==> src/rtl/jpeg_ff_stuff_packer.sv <==
// JPEG back-end bit packer: pops Huffman codes from the FF-check FIFO and packs them MSB-first
// into 32-bit words, stuffing 0x00 after 0xFF. JPEG_FF_EOI_APPEND_EN appends an EOI marker.
module jpeg_ff_stuff_packer #(
  parameter int unsigned ENTRY_W = 91,
  parameter int unsigned ACC_W   = 64
) (
  input  logic               i_clk,
  input  logic               i_rst,
  input  logic               i_fifo_empty,
  output logic               o_read_req,
  input  logic [ENTRY_W-1:0] i_read_data,
  input  logic               i_rdata_valid,
  output logic [31:0]        o_out_data,
  output logic [2:0]         o_out_bytes,
  output logic               o_out_last,
  output logic               o_out_valid,
  input  logic               i_out_ready
);

  localparam int unsigned CntW = $clog2(ACC_W + 1);

  typedef enum logic [1:0] {StRun, StFlush, StEoi, StTail} state_e;

  state_e           r_state, w_state_nxt;
  logic [ACC_W-1:0] r_acc, w_acc_nxt;
  logic [CntW-1:0]  r_acc_cnt, w_cnt_nxt;
  logic             r_inflight, r_last_seen, r_stuff_pending, r_presented;
  logic [31:0]      r_word, w_word_nxt;
  logic [2:0]       r_wcnt, w_wcnt_nxt;

  logic [5:0]       w_bc;
  logic [31:0]      w_code;
  logic             w_unused_bits;
  logic             w_fire, w_tail, w_more, w_hold, w_tail_done;
  logic             w_can_push, w_push_stuff, w_push_eoi, w_push_data, w_push;
  logic             w_eoi_left;
  logic [7:0]       w_eoi_byte, w_byte;
  logic [CntW-1:0]  w_pad_cnt, w_cnt_ext;
  logic [ACC_W-1:0] w_acc_pad, w_acc_ext, w_app;
  logic [2:0]       w_base;

  assign w_unused_bits = ^i_read_data[83:32];
  assign w_bc   = (i_read_data[89:84] > 6'd32) ? 6'd32 : i_read_data[89:84];
  assign w_code = i_read_data[31:0] & ~(32'hFFFF_FFFF >> w_bc);

  assign w_tail = (r_state == StTail);
  assign w_more = (r_acc_cnt != '0) || r_stuff_pending || w_eoi_left;
  // A full word that might be the last of the scan waits until we know whether anything follows.
  assign w_hold = r_last_seen && !w_more && !r_presented;

  assign o_out_valid = (r_wcnt != 3'd0) && (w_tail || ((r_wcnt == 3'd4) && !w_hold));
  assign o_out_last  = o_out_valid && w_tail;
  assign o_out_data  = r_word;
  assign o_out_bytes = r_wcnt;
  assign w_fire      = o_out_valid && i_out_ready;

  assign o_read_req = !i_fifo_empty && !r_inflight && (r_acc_cnt <= CntW'(32)) &&
                      (r_state == StRun) && !r_last_seen;

`ifdef JPEG_FF_EOI_APPEND_EN
  logic [1:0] r_eoi_idx;
  assign w_eoi_left = (r_eoi_idx != 2'd2);
  assign w_push_eoi = w_can_push && !r_stuff_pending && (r_state == StEoi) && w_eoi_left;
  assign w_eoi_byte = (r_eoi_idx == 2'd0) ? 8'hFF : 8'hD9;

  always_ff @(posedge i_clk or posedge i_rst) begin
    if (i_rst) begin
      r_eoi_idx <= 2'd0;
    end else if (w_tail_done) begin
      r_eoi_idx <= 2'd0;
    end else if (w_push_eoi) begin
      r_eoi_idx <= r_eoi_idx + 2'd1;
    end
  end
`else
  assign w_eoi_left = 1'b0;
  assign w_push_eoi = 1'b0;
  assign w_eoi_byte = 8'hFF;
`endif

  // Flush pads the partial byte with 1s; outside flush the mask below collapses to zero.
  assign w_pad_cnt = (r_state == StFlush) ? ((r_acc_cnt + CntW'(7)) & ~CntW'(7)) : r_acc_cnt;
  assign w_acc_pad = r_acc | (({ACC_W{1'b1}} >> r_acc_cnt) & ~({ACC_W{1'b1}} >> w_pad_cnt));

  assign w_can_push   = !w_tail && ((r_wcnt != 3'd4) || w_fire);
  assign w_push_stuff = w_can_push && r_stuff_pending;
  assign w_push_data  = w_can_push && !r_stuff_pending && !w_push_eoi &&
                        (w_pad_cnt >= CntW'(8));
  assign w_push       = w_push_stuff || w_push_eoi || w_push_data;
  assign w_byte       = w_push_stuff ? 8'h00 :
                        w_push_eoi   ? w_eoi_byte : w_acc_pad[ACC_W-1 -: 8];

  assign w_acc_ext = w_push_data ? (w_acc_pad << 8) : w_acc_pad;
  assign w_cnt_ext = w_push_data ? (w_pad_cnt - CntW'(8)) : w_pad_cnt;
  assign w_app     = {w_code, {(ACC_W-32){1'b0}}} >> w_cnt_ext;
  assign w_acc_nxt = i_rdata_valid ? (w_acc_ext | w_app) : w_acc_ext;
  assign w_cnt_nxt = w_cnt_ext + (i_rdata_valid ? CntW'(w_bc) : '0);

  assign w_base = w_fire ? 3'd0 : r_wcnt;

  always_comb begin
    w_word_nxt = w_fire ? 32'h0 : r_word;
    if (w_push) begin
      case (w_base)
        3'd0:    w_word_nxt[31:24] = w_byte;
        3'd1:    w_word_nxt[23:16] = w_byte;
        3'd2:    w_word_nxt[15:8]  = w_byte;
        default: w_word_nxt[7:0]   = w_byte;
      endcase
    end
    w_wcnt_nxt = w_base + {2'b00, w_push};
  end

  always_comb begin
    w_state_nxt = r_state;
    w_tail_done = 1'b0;
    case (r_state)
      StRun:   if (r_last_seen && !r_inflight) w_state_nxt = StFlush;
      StFlush: begin
        if ((r_acc_cnt == '0) && !r_stuff_pending) begin
`ifdef JPEG_FF_EOI_APPEND_EN
          w_state_nxt = StEoi;
`else
          w_state_nxt = StTail;
`endif
        end
      end
      StEoi:   if (!w_eoi_left) w_state_nxt = StTail;
      StTail: begin
        if ((r_wcnt == 3'd0) || w_fire) begin
          w_state_nxt = StRun;
          w_tail_done = 1'b1;
        end
      end
      default: w_state_nxt = StRun;
    endcase
  end

  always_ff @(posedge i_clk or posedge i_rst) begin
    if (i_rst) begin
      r_state         <= StRun;
      r_acc           <= '0;
      r_acc_cnt       <= '0;
      r_inflight      <= 1'b0;
      r_last_seen     <= 1'b0;
      r_stuff_pending <= 1'b0;
      r_presented     <= 1'b0;
      r_word          <= '0;
      r_wcnt          <= '0;
    end else begin
      r_state     <= w_state_nxt;
      r_acc       <= w_acc_nxt;
      r_acc_cnt   <= w_cnt_nxt;
      r_word      <= w_word_nxt;
      r_wcnt      <= w_wcnt_nxt;
      r_presented <= o_out_valid && !i_out_ready;
      if (o_read_req)         r_inflight <= 1'b1;
      else if (i_rdata_valid) r_inflight <= 1'b0;
      if (w_tail_done)                                r_last_seen <= 1'b0;
      else if (i_rdata_valid && i_read_data[90])      r_last_seen <= 1'b1;
      if (w_push_stuff)                               r_stuff_pending <= 1'b0;
      else if (w_push_data && (w_byte == 8'hFF))      r_stuff_pending <= 1'b1;
    end
  end

endmodule

==> config.mk <==
export PLATFORM = sky130hd
export DESIGN_NAME = jpeg_ff_stuff_packer
export DESIGN_NICKNAME = d
export VERILOG_FILES = /design/src/rtl/jpeg_ff_stuff_packer.sv
export SDC_FILE = /design/constraint.sdc
export NUM_CORES = 1
export LEC_CHECK = 0
export BUFFER_PORTS_ARGS = -buffer_cell sky130_fd_sc_hd__buf_2
export CAP_MARGIN = 20
export CORE_UTILIZATION = 50
export DETAILED_ROUTE_END_ITERATION = 12
export GPL_TIMING_DRIVEN = 1
export PLACE_DENSITY = 0.71
export SLEW_MARGIN = 20
export SYNTH_ARGS = -nofsm -noshare
export SYNTH_HDL_FRONTEND = slang
export SYNTH_SLANG_ARGS = --single-unit
==> constraint.sdc <==
create_clock -name i_clk -period 10.08 [get_ports i_clk]
set_input_delay 1.008 -clock i_clk [delete_from_list [all_inputs] [get_ports i_clk]]
set_output_delay 1.008 -clock i_clk [all_outputs]
set_load 0.01 [all_outputs]
Yosys cells after proc, flatten, opt, wreduce, memory -nomap -nowiden
Cells that the tools add are included.
{"block": "op_classes", "mul": 0, "reduce_logical": 44, "order_cmp": 3, "n_bitwise": 6, "n_eq_ne": 11, "n_div": 0, "n_mux": 26, "n_shift": 4, "n_addsub": 4}
{"operator": "64-bit 2-to-1 mux", "count": 2}
{"operator": "64-bit bitwise OR", "count": 2}
{"operator": "64-bit by 7-bit >> shifter with 64-bit output (first input constant)", "count": 2}
{"operator": "64-bit AND", "count": 1}
{"operator": "32-bit 2-to-1 mux", "count": 2}
{"operator": "64-bit inverter", "count": 1}
{"operator": "64-bit by 7-bit >> shifter with 64-bit output", "count": 1}
{"operator": "8-bit 2-to-1 mux", "count": 5}
{"operator": "32-bit AND", "count": 1}
{"operator": "32-bit inverter", "count": 1}
{"operator": "32-bit by 6-bit >> shifter with 32-bit output (first input constant)", "count": 1}
{"operator": "1-bit logical AND", "count": 19}
{"operator": "7-bit 2-to-1 mux", "count": 2}
{"operator": "6-bit 2-to-1 mux", "count": 2}
{"operator": "1-bit zero test", "count": 9}
{"operator": "8-bit equality test (second input constant)", "count": 1}
{"operator": "1-bit 2-to-1 mux", "count": 8}
{"operator": "2-bit case mux with 4 select lines", "count": 1}
{"operator": "7-bit by 3-bit adder with 7-bit output (second input constant)", "count": 1}
{"operator": "7-bit by 6-bit adder with 7-bit output", "count": 1}
{"operator": "7-bit by 4-bit >= comparator with 1-bit output (second input constant)", "count": 1}
{"operator": "7-bit by 6-bit less-or-equal comparator with 1-bit output (second input constant)", "count": 1}
{"operator": "7-bit zero test", "count": 1}
{"operator": "7-bit nonzero test", "count": 1}
{"operator": "other kinds (19)", "count": 31}
{"block": "totals", "inputBits": 96, "latchBits": 0, "romBits": 0, "ff_bits": 112, "wordCells": 107, "n_memories": 0, "ramBits": 0}

Depth between registers and ports, before layout
Gate-level depths: netlist of the first run.
{"block": "logic_depth", "ltp_word": 18, "mapped_depth": 22}

Least setup slack after synthesis of the first run
OpenSTA, ideal clock, no wires.
{"block": "synth_timing", "kind": "reg2reg", "from": "register r_acc_cnt[1]", "to": "register r_acc_cnt[6]", "arrival_ns": 4.148, "slack_ns": 5.852, "n_path_buf": 5, "setup_time_ns": 0.080, "path_stages_with_launch": 22, "cell_sequence": "dfrtp_1 buf_6 o31ai_2 clkbuf_1 xnor2_1 clkbuf_1 inv_1 ha_1 inv_1 a221oi_2 nor2_1 xnor2_2 buf_2 inv_1 buf_2 ha_1 inv_1 o21bai_1 a21o_1 a21oi_1 xnor2_1 xnor2_1"}
{"block": "synth_between", "elab_chain_cells": 16, "elab_cells_between_ends": 20}
{"item": "start: declaration", "line_no": "26", "rtl": "logic [CntW-1:0] r_acc_cnt, w_cnt_nxt;"}
{"item": "start signal: assignment", "line_no": "153", "rtl": "r_acc_cnt <= w_cnt_nxt;"}
{"item": "branches (longest 14 deep; another with 7-bit by 3-bit adder with 7-bit output)"}
{"item": "7-bit 2-to-1 mux (*)", "line_no": "94", "rtl": "assign w_cnt_ext = w_push_data ? (w_pad_cnt - CntW'(8)) : w_pad_cnt;"}
{"item": "7-bit by 6-bit adder with 7-bit output (*)", "line_no": "97", "rtl": "assign w_cnt_nxt = w_cnt_ext + (i_rdata_valid ? CntW'(w_bc) : '0);"}
{"item": "named net w_cnt_nxt[6]", "line_no": "26"}
Mark *: on every way through the listed nets, which the timed path passes.
A chain may end at the register's enable or synchronous reset.

Worst setup path in the final report of the first run
{"block": "layout_timing", "from": "register r_state[1]", "to": "register r_acc[21]"}
{"block": "layout_between", "elab_chain_cells": 12, "elab_cells_between_ends": 22}
{"item": "start: declaration", "line_no": "24", "rtl": "state_e r_state, w_state_nxt;"}
{"item": "start signal: assignment", "line_no": "141", "rtl": "r_state <= StRun;"}
{"item": "start signal: assignment", "line_no": "151", "rtl": "r_state <= w_state_nxt;"}
{"item": "branches (longest 11 deep; another with 7-bit by 4-bit >= comparator with 1-bit output)"}
{"item": "64-bit 2-to-1 mux (*)", "line_no": "96", "rtl": "assign w_acc_nxt = i_rdata_valid ? (w_acc_ext | w_app) : w_acc_ext;"}
{"item": "named net w_acc_nxt[21]", "line_no": "25", "rtl": "logic [ACC_W-1:0] r_acc, w_acc_nxt;"}
{"item": "end signal: assignment", "line_no": "152", "rtl": "r_acc <= w_acc_nxt;"}
{"item": "end: declaration", "line_no": "25"}
Marked as above.

==> run summary, run 1 <==
gpl congestion: 1.04
DRT iter0 DRCs: 1,417
TritonCTS clock tree: yes
arrival time of the worst setup path: 5.66 ns
final hold violation count: 0
CTS HTree Levels: 3
Synth area leader: dfrtp_1
Final min period: 5.35 ns
Crit Path Class: reg2reg
number of port buffers: 81
Slew HR: 23.2%
DRC Markers: 0
Placed Cells: 1,368
top-area cell type share of the netlist area: 31.1%
largest net degree at the start of global routing: 68
Clock Sinks: 112
status: finished clean
Post-synth EDFFs: 0
post-synthesis net count: 1,251
post-synthesis cell count: 1,138
RSZ-0062 raised after global routing: false
router iterations before antenna repair: 6
Synth-to-Final Area Change: 8.68%
final count of negative-setup-slack endpoints: 0
# rows: 48
synthesized area: 9000 sq um
latest clock arrival within the worst-skew pair: 0.38 ns
fin crit share: 53.1%
vias: 9,534
gr usage total: 35.3%
clock skew: 0.0110 ns
fill count: 1,659
CP Launch Type: flop
Hold Crit Class: reg2reg
hold depth: 2
Async SR Flop Fraction: 100%
Max clock buf depth: 2
synth unique cells: 82
fmax: 187 MHz
r2r worst-path depth: 17
CP endpoint kind: flop
post-route antenna net violation count: 0
first-pass GRT wire length: 49,500 um
CORE AREA: 17,400 sq um
hold buffer count at CTS: 0
clk root buf: clkbuf_16
antenna violations before repair: 0
die width: 136 um
Nets: 1,267
Post-synth top flop: dfrtp_1
Initial Util: 51.7%
Die ar.: 18,600 sq um
PostCTS Resize Cnt: 0
Mean Syn Cell Area: 7.91 sq um
gr ovfl total: 0
CTS clk-pin slew, worst paths: 0.08 ns
crit path max fanout: 53
Final Max Tran Viols: 0
Wirelength per Cell: 23.2 um
synth warn: 0
Post-CTS Setup Bufs: 0
Post-DP HPWL: 22,900 um
die height: 136 um
sequential area share after synthesis: 31.1%
max cap viols: 0
Worst Max-Slew Pin Slew: 1.15 ns
Yosys reg bits: 112
share of post-route cells with drive strength above 1: 14.2%
synth top area cells: dfrtp_1 31%, mux2i_1 5.9%, o21ai_0 5.3%, nand2_1 5.1%, a21oi_1 4.5%
most numerous cell in the Yosys netlist: nand2_1
worst hold slack: 0.500 ns
total CTS buffers: 9
most frequent cells after synthesis: 123 x nand2_1, 112 x dfrtp_1, 105 x nor2_1
Non-Filler Instances: 1,384
n_diodes: 0
vias in the first global route: 8,559
IO Count: 134
final wirelength: 32,200 um
CP required: 10.39 ns
vias per inst: 6.89
setup TNS: 0 ns
metal layers:
| layer | GRT usage [%] | up-vias | wire length, um |
|---|---|---|---|
| li1 | - | 4276 | - |
| met1 | 50.6 | 4534 | 13500 |
| met2 | 51.2 | 627 | 13800 |
| met3 | 8.84 | 97 | 3690 |
| met4 | 12.4 | 0 | 1160 |
| met5 | 0 | - | 0 |
worst max-delay path: stages (launching register included):
cell and delay, ns:
dfrtp_1 0.42, inv_1 0.09, ha_1 0.14, buf_4 0.33
o311a_4 0.34, xnor2_1 0.13, buf_4 0.22, ha_1 0.19
inv_1 0.08, a221oi_2 0.41, or2_2 0.22, buf_4 0.52
mux2_4 0.33, inv_2 0.08, or3_1 0.65, buf_4 0.32
nor2_1 0.53, a221o_1 0.27
layout make-up:
class	instances	area, sq um	share of cell area [%]
Multi-Input combinational cell	896	5690	58.1
Timing Repair Buffer	100	548	5.60
Inverter	35	134	1.37
Clock buffer	9	225	2.30
Tap cell	225	282	2.88
Sequential cell	112	2800	28.6
Clock inverter	7	108	1.10
sequential cells by signal, indices dropped and copies added (netlist names):
| signal | count |
|---|---|
| r_acc | 64 |
| o_out_bytes | 3 |
| r_presented | 1 |
| r_acc_cnt | 7 |
| r_last_seen | 1 |
| r_inflight | 1 |
| r_state | 2 |
| r_stuff_pending | 1 |
| o_out_data | 32 |
cells by family after synthesis:
kind of cell	after synthesis	share of synthesized area, %
fa+ha+maj	17	2.45
mux	74	8.68
buf+inv	130	6.09
xor+xnor	12	1.25
compound gates	414	31.0
simple gates	379	19.4
flops	112	31.1
cell usage in the layout, fill, tap and decap left out, drive strengths merged, types with 20 or more instances in the layout:
cell / count
nand2: 123
dfrtp: 112
nor2: 106
buf: 100
o21ai: 98
a21oi: 81
mux2i: 54
nand3: 49
o221ai: 38
inv: 36
o22ai: 28
nor3: 28
a21o: 25
a31oi: 22
mux2: 20
worst paths after layout:
check                      slack (ns)              to           start
min in group asynchronous        0.76    r_acc_cnt[2]           i_rst
max                              4.73       r_acc[21]      r_state[1]
max in group asynchronous        8.09       r_acc[61]           i_rst
max reg2reg                      4.73       r_acc[21]      r_state[1]
min                              0.50  o_out_data[19]  o_out_data[19]
min reg2reg                      0.50  o_out_data[19]  o_out_data[19]
per-stage QoR:
stage          instance area [sq um]  setup WS [ns]  util [%]
6_report                        9790           4.73      56.2
3_3_place_gp                    9450           5.01      54.3
2_1_floorplan                   9000           5.85         -
5_1_grt                         9790           4.52      56.2
3_5_place_dp                    9450           5.00      54.3
4_1_cts                         9780           4.98      56.2
Power of run 1 is left out: the tool's default activity adds up to more than one toggle a clock period on the data nets, which glitch-free logic cannot reach.
==> inputs of run 2 (changes only) <==
--- a/config.mk
+++ b/config.mk
@@ -5,6 +5,7 @@
 export SDC_FILE = /design/constraint.sdc
 export NUM_CORES = 1
 export LEC_CHECK = 0
+export ABC_AREA = 1
 export BUFFER_PORTS_ARGS = -buffer_cell sky130_fd_sc_hd__buf_2
 export CAP_MARGIN = 20
 export CORE_UTILIZATION = 50
==> constraint.sdc (replaced) <==
create_clock -name i_clk -period 5.2 [get_ports i_clk]
set_input_delay 0.52 -clock i_clk [delete_from_list [all_inputs] [get_ports i_clk]]
set_output_delay 0.52 -clock i_clk [all_outputs]
set_load 0.01 [all_outputs]
==> run 2 against run 1 <==
The flow now finishes with violations (design-rule violations). Synthesized cell count is 33% higher. Hold slack got worse by 0.20 ns. Wire length rose by 1.9%. Non-clock buffer count is 8 higher. Cell area increased by 3.7%. Worst setup slack worse by 3.6 ns. Critical path type unchanged.
==> run summary, run 2 <==
Post-CTS Setup Bufs: 0 (unchanged)
CP required: 5.51 ns (-4.88 ns)
failing checks: design-rule violations
post-synthesis cell count: 1,509 (+33%)
area of the multi-input gates: 5730 sq um (+0.81%)
synth top area cells: dfrtp_1 30%, nand2_1 21%, nand3_1 12%, o21ai_0 6.9%, nor2_1 5.2%
TritonCTS clock tree: yes
commonest non-fill, non-tap cell in the layout: nand2_1
gr ovfl total: 0 (unchanged)
Post-synth top flop: dfrtp_1
antenna violations before repair: 0 (unchanged)
die width: 139 um (+1.7%)
clk root buf: clkbuf_16
CTS HTree Levels: 3 (unchanged)
gr usage total: 34.5% (-0.86 points)
post-layout util: 56.1% (-0.087 points)
CP Launch Type: flop
router iterations before antenna repair: 10 (+4)
synth warn: 0 (unchanged)
top-area cell type share of the netlist area: 30.1% (-1.0 points)
fin crit share: 78.5% (+25 points)
setup TNS: 0 ns (unchanged)
DRT iter0 DRCs: 1,426 (+0.64%)
final count of negative-setup-slack endpoints: 0 (unchanged)
gpl congestion: 1.02 (-1.7%)
crit path max fanout: 35 (-34%)
Final Cell Area: 10,100 sq um (+3.7%)
n_diodes: 0 (unchanged)
clock skew: 0.0106 ns (-0.000375 ns)
post-synthesis net count: 1,622 (+30%)
max cap viols: 0 (unchanged)
fill count: 1,878 (+13%)
Hold Crit Class: in2async
Crit Path Class: reg2reg
first-pass GRT wire length: 51,400 um (+3.7%)
Die ar.: 19,200 sq um (+3.4%)
Async SR Flop Fraction: 100% (unchanged)
PostCTS Resize Cnt: 0 (unchanged)
Post-DP HPWL: 24,500 um (+7.3%)
max reg flops: 64 (unchanged)
vias per inst: 5.87 (-15%)
Final min period: 4.08 ns (-1.27 ns)
Wirelength per Cell: 18.4 um (-21%)
total CTS buffers: 9 (unchanged)
r2r worst-path depth: 18 (+1)
Slew HR: 40.0% (+17 points)
CTS clk-pin slew, worst paths: 0.08 ns (about the same)
CORE AREA: 18,100 sq um (+3.8%)
vias in the first global route: 9,377 (+9.6%)
die height: 139 um (+1.7%)
most frequent cells after synthesis: 516 x nand2_1, 221 x nand3_1, 130 x nor2_1
Yosys reg bits: 112 (unchanged)
sequential standard cell area: 2800 sq um (unchanged)
synthesized area: 9320 sq um (+3.5%)
status: complete, but fails checks
DRC Markers: 8 (+8)
DP Area: 9850 sq um (+4.3%)
Clock Sinks: 112 (unchanged)
Synth-to-Final Area Change: 8.90%
reg2reg setup slack: 1.12 ns (-3.61 ns)
largest net degree at the start of global routing: 64 (-5.9%)
fmax: 245 MHz (+31%)
Final Max Tran Viols: 0 (unchanged)
vias: 10,465 (+9.8%)
hold buffer count at CTS: 0 (unchanged)
arrival time of the worst setup path: 4.40 ns (-1.26 ns)
Mean Syn Cell Area: 6.17 sq um (-22%)
Post-synth EDFFs: 0 (unchanged)
number of port buffers: 81 (unchanged)
Largest Register: r_acc
Nets: 1,663 (+31%)
# rows: 49 (+2.1%)
reg2reg start: r_state[1]
final wirelength: 32,800 um (+1.9%)
IO Count: 134 (unchanged)
synth unique cells: 47 (-43%)
Max clock buf depth: 2 (unchanged)
most frequent cells in the layout: 516 x nand2_1, 221 x nand3_1, 128 x nor2_1, 128 x o21ai_0, 112 x dfrtp_1
Worst Setup SP: r_state[1]
CP endpoint kind: flop
latest clock arrival within the worst-skew pair: 0.37 ns (about the same)
post-route antenna net violation count: 0 (unchanged)
final hold violation count: 0 (unchanged)
Reg-to-Reg End: r_acc[29]
Initial Util: 51.5% (-0.18 points)
Worst Max-Slew Pin Slew: 0.898 ns (-0.254 ns)
sequential area share after synthesis: 30.1% (-1.0 points)
most numerous cell in the Yosys netlist: nand2_1
Synth area leader: dfrtp_1
RSZ-0062 raised after global routing: false
share of post-route cells with drive strength above 1: 11.3% (-3.0 points)
==> run 2: cell count changes after synthesis, moves of 23 or more <==
cell	previous run	this run
a21o_1	25	2
a21oi_1	81	48
clkbuf_1	68	33
inv_1	32	99
mux2i_1	53	3
nand2_1	123	516
nand3_1	49	221
nor2_1	105	130
o21ai_0	96	128
o221ai_1	38	1
o22ai_1	28	0
==> run 2: how the worst max path moves through the flow <==
stage | to | cells past startpoint | slack [ns]
3_3_place_gp | r_acc_cnt[6] | 18 | 1.27
2_1_floorplan | o_out_bytes[0] | 1 | 1.72
3_5_place_dp | r_acc_cnt[6] | 18 | 1.25
6_report | r_acc[29] | 18 | 1.12
4_1_cts | r_acc_cnt[6] | 18 | 1.20
5_1_grt | r_acc_cnt[6] | 18 | 0.86
==> run 2: cell type report <==
type,instances,area share (%)
multi-input cells,1208,56.5
clock buffers,9,2.22
well taps,229,2.82
repair buffers,108,5.99
inverters,111,4.13
flip-flops and latches,112,27.6
clock inverters,7,0.703
==> run 2: per-layer routing <==
layer	wire, um	vias to the layer above	part of all wire [%]	GRT usage, %
met3	2900	95	8.8	5.61
met4	1500	0	4.6	16.6
li1	-	5051	-	-
met5	0	-	0	0
met1	13600	4794	41	46.3
met2	14800	525	45	54.1
==> run 2: critical path, stage by stage (launching register included) <==
cell     delay [ns]
dfrtp_1        0.40
inv_1          0.11
ha_1           0.48
nand3_2        0.21
nor2_1         0.19
nand2_1        0.28
nand2_2        0.24
nor2_1         0.06
nand2_1        0.07
nand2_2        0.13
nand3_4        0.30
nand2_2        0.23
nand2_2        0.56
nand2_1        0.19
nor2_1         0.20
nor2_1         0.06
nor2_1         0.08
nand2_1        0.13
nand2_1        0.08
==> run 2: kinds of logic after synthesis <==
kind of cell / count (synthesis) / synth area share [%]
flops: 112 / 30.1
mux: 3 / 0.322
compound gates: 261 / 16.2
xor+xnor: 7 / 0.658
simple gates: 920 / 41.9
fa+ha+maj: 17 / 2.36
buf+inv: 189 / 8.43
==> run 2: through the flow <==
stage | setup slack, ns | hold WS (ns) | cells
3_5_place_dp | 1.25 | 0.485 | 1768
2_1_floorplan | 1.72 | 0.460 | 1509
3_3_place_gp | 1.27 | 0.478 | 1768
5_1_grt | 0.858 | 0.343 | 1784
6_report | 1.12 | 0.300 | 1784
4_1_cts | 1.20 | 0.341 | 1784
Power of run 2 is left out for the same reason.
